**src/rtl/fifo_frame_writer.sv**
```systemverilog
// fifo_frame_writer
//   Write-side frame producer for the async FIFO (wr_clk domain). Takes a frame
//   command carrying a payload length, then pushes [len][payload x len] and,
//   when FRAME_CSUM_EN is defined, a trailing XOR checksum word into the FIFO
//   write port. Writes are decided combinationally against i_fifo_full, so no
//   write is ever issued while the FIFO is full.
//
//   Build option: `define FRAME_CSUM_EN adds the checksum trailer word.
//
// Ports
//   wr_clk          write-domain clock
//   wr_rst          asynchronous, active-high reset
//   i_cmd_valid     frame command valid
//   i_cmd_len       payload word count
//   o_cmd_ready     command accepted on valid&ready (IDLE only)
//   i_src_valid     payload word valid
//   i_src_data      payload word
//   o_src_ready     payload word consumed on valid&ready
//   i_fifo_full     FIFO full flag
//   o_fifo_wr_en    FIFO write enable
//   o_fifo_wr_data  FIFO write data, zero when not writing
//   o_busy          high outside IDLE
//   o_frames_sent   completed-frame counter, wraps
//
// State | meaning
//   IDLE | waiting for a frame command
//   HDR  | writing the length header word
//   PAY  | forwarding payload words from the source
//   CSUM | writing the checksum trailer (FRAME_CSUM_EN only)

module fifo_frame_writer #(
    parameter int WIDTH = 8,
    parameter int CNT_W = 16
) (
    input  logic             wr_clk,
    input  logic             wr_rst,
    input  logic             i_cmd_valid,
    input  logic [WIDTH-1:0] i_cmd_len,
    output logic             o_cmd_ready,
    input  logic             i_src_valid,
    input  logic [WIDTH-1:0] i_src_data,
    output logic             o_src_ready,
    input  logic             i_fifo_full,
    output logic             o_fifo_wr_en,
    output logic [WIDTH-1:0] o_fifo_wr_data,
    output logic             o_busy,
    output logic [CNT_W-1:0] o_frames_sent
);

    localparam logic [1:0] S_IDLE = 2'd0;
    localparam logic [1:0] S_HDR  = 2'd1;
    localparam logic [1:0] S_PAY  = 2'd2;
`ifdef FRAME_CSUM_EN
    localparam logic [1:0] S_CSUM = 2'd3;
    // state entered once the last header/payload word has been written
    localparam logic [1:0] S_TAIL = S_CSUM;
`else
    localparam logic [1:0] S_TAIL = S_IDLE;
`endif

    logic [1:0]       r_state;
    logic [1:0]       w_state_nxt;
    logic [WIDTH-1:0] r_remaining;
    logic [WIDTH-1:0] r_hdr;
    logic [CNT_W-1:0] r_frames_sent;
`ifdef FRAME_CSUM_EN
    logic [WIDTH-1:0] r_csum;
`endif
    logic             w_wr;
    logic [WIDTH-1:0] w_word;
    logic             w_cmd_accept;
    logic             w_last_word;

    assign w_cmd_accept = (r_state == S_IDLE) && i_cmd_valid;

    always_comb begin
        w_wr        = 1'b0;
        w_word      = '0;
        o_src_ready = 1'b0;
        w_state_nxt = r_state;
        case (r_state)
            S_IDLE: begin
                if (i_cmd_valid) w_state_nxt = S_HDR;
            end
            S_HDR: begin
                w_wr   = !i_fifo_full;
                w_word = r_hdr;
                if (w_wr) w_state_nxt = (r_hdr != '0) ? S_PAY : S_TAIL;
            end
            S_PAY: begin
                o_src_ready = !i_fifo_full;
                w_wr        = i_src_valid && !i_fifo_full;
                w_word      = i_src_data;
                if (w_wr && (r_remaining == WIDTH'(1))) w_state_nxt = S_TAIL;
            end
`ifdef FRAME_CSUM_EN
            S_CSUM: begin
                w_wr   = !i_fifo_full;
                w_word = r_csum;
                if (w_wr) w_state_nxt = S_IDLE;
            end
`endif
            default: w_state_nxt = S_IDLE;
        endcase
    end

    // IDLE never writes, so a write that leads back to IDLE is the frame's last word.
    assign w_last_word = w_wr && (w_state_nxt == S_IDLE);

    always_ff @(posedge wr_clk or posedge wr_rst) begin
        if (wr_rst) begin
            r_state       <= S_IDLE;
            r_remaining   <= '0;
            r_hdr         <= '0;
            r_frames_sent <= '0;
        end else begin
            r_state <= w_state_nxt;
            if (w_cmd_accept) begin
                r_remaining <= i_cmd_len;
                r_hdr       <= i_cmd_len;
            end else if ((r_state == S_PAY) && w_wr) begin
                r_remaining <= r_remaining - WIDTH'(1);
            end
            if (w_last_word) r_frames_sent <= r_frames_sent + CNT_W'(1);
        end
    end

`ifdef FRAME_CSUM_EN
    always_ff @(posedge wr_clk or posedge wr_rst) begin
        if (wr_rst) begin
            r_csum <= '0;
        end else if (w_wr) begin
            if (r_state == S_HDR) r_csum <= r_hdr;
            else if (r_state == S_PAY) r_csum <= r_csum ^ i_src_data;
        end
    end
`endif

    assign o_cmd_ready    = (r_state == S_IDLE);
    assign o_busy         = (r_state != S_IDLE);
    assign o_fifo_wr_en   = w_wr;
    assign o_fifo_wr_data = w_wr ? w_word : '0;
    assign o_frames_sent  = r_frames_sent;

endmodule

```
**config.mk**
```make
export PLATFORM = sky130hd
export DESIGN_NAME = fifo_frame_writer
export DESIGN_NICKNAME = d
export VERILOG_FILES = /design/src/rtl/fifo_frame_writer.sv
export SDC_FILE = /design/constraint.sdc
export NUM_CORES = 1
export LEC_CHECK = 0
export ABC_CLOCK_PERIOD_IN_PS = 1900
export CAP_MARGIN = 20
export CORE_MARGIN = 2
export CORE_UTILIZATION = 44
export DETAILED_ROUTE_END_ITERATION = 7
export GPL_ROUTABILITY_DRIVEN = 0
export GPL_TIMING_DRIVEN = 0
export PLACE_DENSITY = 0.82
export SLEW_MARGIN = 10
export SYNTH_ARGS = -nofsm -noshare
export SYNTH_HDL_FRONTEND = slang
export SYNTH_SLANG_ARGS = --single-unit
```
**constraint.sdc**
```tcl
create_clock -name wr_clk -period 1.9 [get_ports wr_clk]
set_input_delay 0.38 -clock wr_clk [delete_from_list [all_inputs] [get_ports wr_clk]]
set_output_delay 0.38 -clock wr_clk [all_outputs]
set_load 0.01 [all_outputs]
```
==> impl_metrics.yaml <==
die:
  die_area_um2: 4846
  initial_utilization_pct: 46.69
  pin_count: 49
  die_w_um: 69.62
  core_um2: 4058
  die_height_um: 69.62
  row_count: 23
critical_path:
  cp_data_arrival_time_ps: 1750
  required_ps: 1520
  cp-end-kind: "primary output"
  crit_type: "reg2out"
  r2r-start: "r_state[0]$_DFF_PP0_"
  crit_fanout: 5
  cp-start-kind: "flop"
  crit_path_start: "r_state[1]$_DFF_PP0_"
yosys:
  yosys.area.top_type_share_pct: 44.91
  yosysWarnings: 0
  synth_nets: 218
  netlist_instances: 190
  ys_async_sr_fraction_pct: 100.0
  avgSynthCellArea_um2: 9.970
  synth_top_cell_by_area: "dfrtp_1"
  synthesis.area_um2: 1894
  synth.area.top_cells: "dfrtp_1, xnor2_1, nand2_1"
  synth_edf_count: 0
  yosys.cell_types.count: 37
  synth_top_flop_cell: "dfrtp_1"
  ys_seq_area_share_pct: 44.91
  synth-seq-cells: 34
grt:
  grt_pass1_vias: 1707
  grt_overflow_total: 0
  grt_antenna_before_repair: 0
  grt_pass1_wl_mm: 8.155
  grt_max_degree: 23
  grt_use_total_pct: 21.39
cells_and_area:
  final_common_cell: "clkdlybuf4s50_1"
  multiInputGateArea_um2: 1101
  syn_to_final_growth_pct: 45.71
  fin_nets: 288
  drive_above_1_share_pct: 27.31
  final_cell_mix: "clkdlybuf4s50_1, dfrtp_1, nand2_1, xnor2_1, buf_4"
  regArea_um2: 850.8
  nFillCells: 302
  num_antenna_cells: 0
cts:
  htree_num_levels: 2
  cts_inserted_buffers: 5
  insertion_delay_ps: 280
  tritoncts: "built"
  cts_root_buf: "clkbuf_8"
  cts_buffer_depth: 2
  clock-sinks: 34
  path_clk_slew_ps: 70
power_and_ir_drop:
  leakage_uw: 0.001349
  switching_share_pct: 41.34
  cell_internal_pwr_uw: 2082
  p_clk_share_pct: 13.8
  pwr_density_cell_nw_per_um2: 1286
  p_seq_share_pct: 33.4
  ir_drop_mv: 0.7760
  p_comb_share_pct: 52.8
  p_switching_uw: 1467
detailed_routing:
  dr_total_vias: 1675
  drt_first_pass_iters: 4
  drc_errors: 0
  dr.first_iter.drc_count: 86
  viasPerCell: 5.403
  wl_per_cell_um: 16.00
  antenna_left: 0
  wl_mm: 4.960
sta:
  hold_viol_final: 0
  hold_ws_ps: 465.0
  slew_headroom_pct: 61.66
  period_minus_slack_ps: 2133
  fmax_ghz: 0.4689
  slew_violations: 0
  rsz0062_at_grt: "yes"
  tightest_slew_ps: 574.4
  clock_skew_ps: 4.474
  finalCritPeriodShare_pct: 112.3
  setup_violations: 21
  fin_ws_ps: -232.8
flow_run:
  drv_cap: 0
place:
  numPortBuffers: 48
  dp.final_hpwl_mm: 3.077
  pre_cts_ws_ps: -880.9
run_status:
  violations: "setup timing"
  status: "complete, but fails checks"
hold_path:
  hold_path.class: "in2async"
==> cells by family (layout without fill, tap and decap cells) <==
| group | Yosys count | count (layout) | share of synthesized area, % |
|---|---|---|---|
| flip-flops | 34 | 34 | 44.91 |
| buffers and inverters | 19 | 89 | 4.293 |
| XOR/XNOR | 22 | 22 | 10.17 |
| adder cells (fa/ha/maj) | 7 | 7 | 4.623 |
| multiplexers | 1 | 1 | 0.7924 |
| AO/OA/AOI/OAI | 24 | 24 | 8.983 |
| AND/OR/NAND/NOR | 83 | 83 | 26.22 |
==> Yosys cell counts, types with 2 or more instances <==
master	n
a21oi_1	2
nand4_2	5
dfrtp_1	34
nand2_1	31
buf_2	2
ha_1	7
inv_1	10
nor4_1	2
clkbuf_1	3
nor2_1	5
nor3_1	2
inv_2	2
xor2_1	4
o21ai_1	9
nand2b_1	2
a22o_1	8
and2_1	5
xnor2_1	18
and3_1	6
nand3_1	6
nand4_1	10
and4_1	2
==> through the flow <==
step / instance area, um^2 / TNS, ps / cells / total power [uW] / util [%]
2_1_floorplan: 1904 / -252.3 / 190 / 2098 / -
3_3_place_gp: 2447 / -13520 / 288 / 2563 / 60.31
3_5_place_dp: 2475 / -14120 / 289 / 2603 / 60.99
4_1_cts: 2710 / -1761 / 308 / 3427 / 66.79
5_1_grt: 2760 / -3974 / 310 / 3784 / 68.02
6_report: 2760 / -2344 / 310 / 3549 / 68.02
==> layout make-up <==
| class | count | area share (%) |
|---|---|---|
| timing repair buffer | 65 | 21.21 |
| multi-input combinational | 137 | 39.89 |
| clock buffer | 7 | 2.765 |
| inverter | 12 | 1.632 |
| tap | 50 | 2.267 |
| buffer | 5 | 1.405 |
| sequential | 34 | 30.82 |
==> power groups by stage <==
stage               Combinational (uW)  Sequential (uW)  Clock (uW)
floorplan                          944             1150           0
detailed placement                1410             1190           0
global route                      2030             1210         543
CTS                               1760             1170         499
global placement                  1380             1180           0
finish                            1870             1190         489
==> path summary, 6_finish.rpt <==
check                                                 to  slack (ps)  cells past startpoint
setup reg to reg            o_frames_sent[1]$_DFFE_PP0P_         -50                      8
hold reg to reg            o_frames_sent[15]$_DFFE_PP0P_         470                      1
min in group wr_clk        o_frames_sent[15]$_DFFE_PP0P_         470                      1
max in group asynchronous  o_frames_sent[10]$_DFFE_PP0P_         920                      3
setup / recovery                       o_fifo_wr_data[7]        -230                      7
hold / removal                      r_hdr[6]$_DFFE_PP0P_         470                      2
==> routing by layer <==
layer  share of wire [%]  global-route usage, %  up-vias
li1                    -                      -      800
met1                  44                  29.01      813
met2                  48                  33.23       55
met3                 5.6                  4.942        7
met4                 1.7                  8.547        0
met5                   0                      0        -
==> registers in the layout, indices dropped and copies added (netlist names) <==
name / cells
o_frames_sent: 16
r_hdr: 8
r_remaining: 8
r_state: 2
==> worst max-delay path, cell delays in order (launching register included) <==
cell and delay (ps):
dfrtp_1 390, inv_2 100, ha_4 200, nor2b_4 130, o211a_4 170, buf_6 130, a22o_1 200, buf_2 140
==> what timing repair did <==
| item | CTS | global route |
|---|---|---|
| pin swaps | 11 | 2 |
| hold buffers | 0 | 0 |
| setup endpoints to repair | 31 | 28 |
| gates cloned | 1 | 0 |
| gates resized for setup | 64 | 13 |
| buffers inserted | 13 | 2 |
No activity file was read; power rests on OpenSTA's default activity.
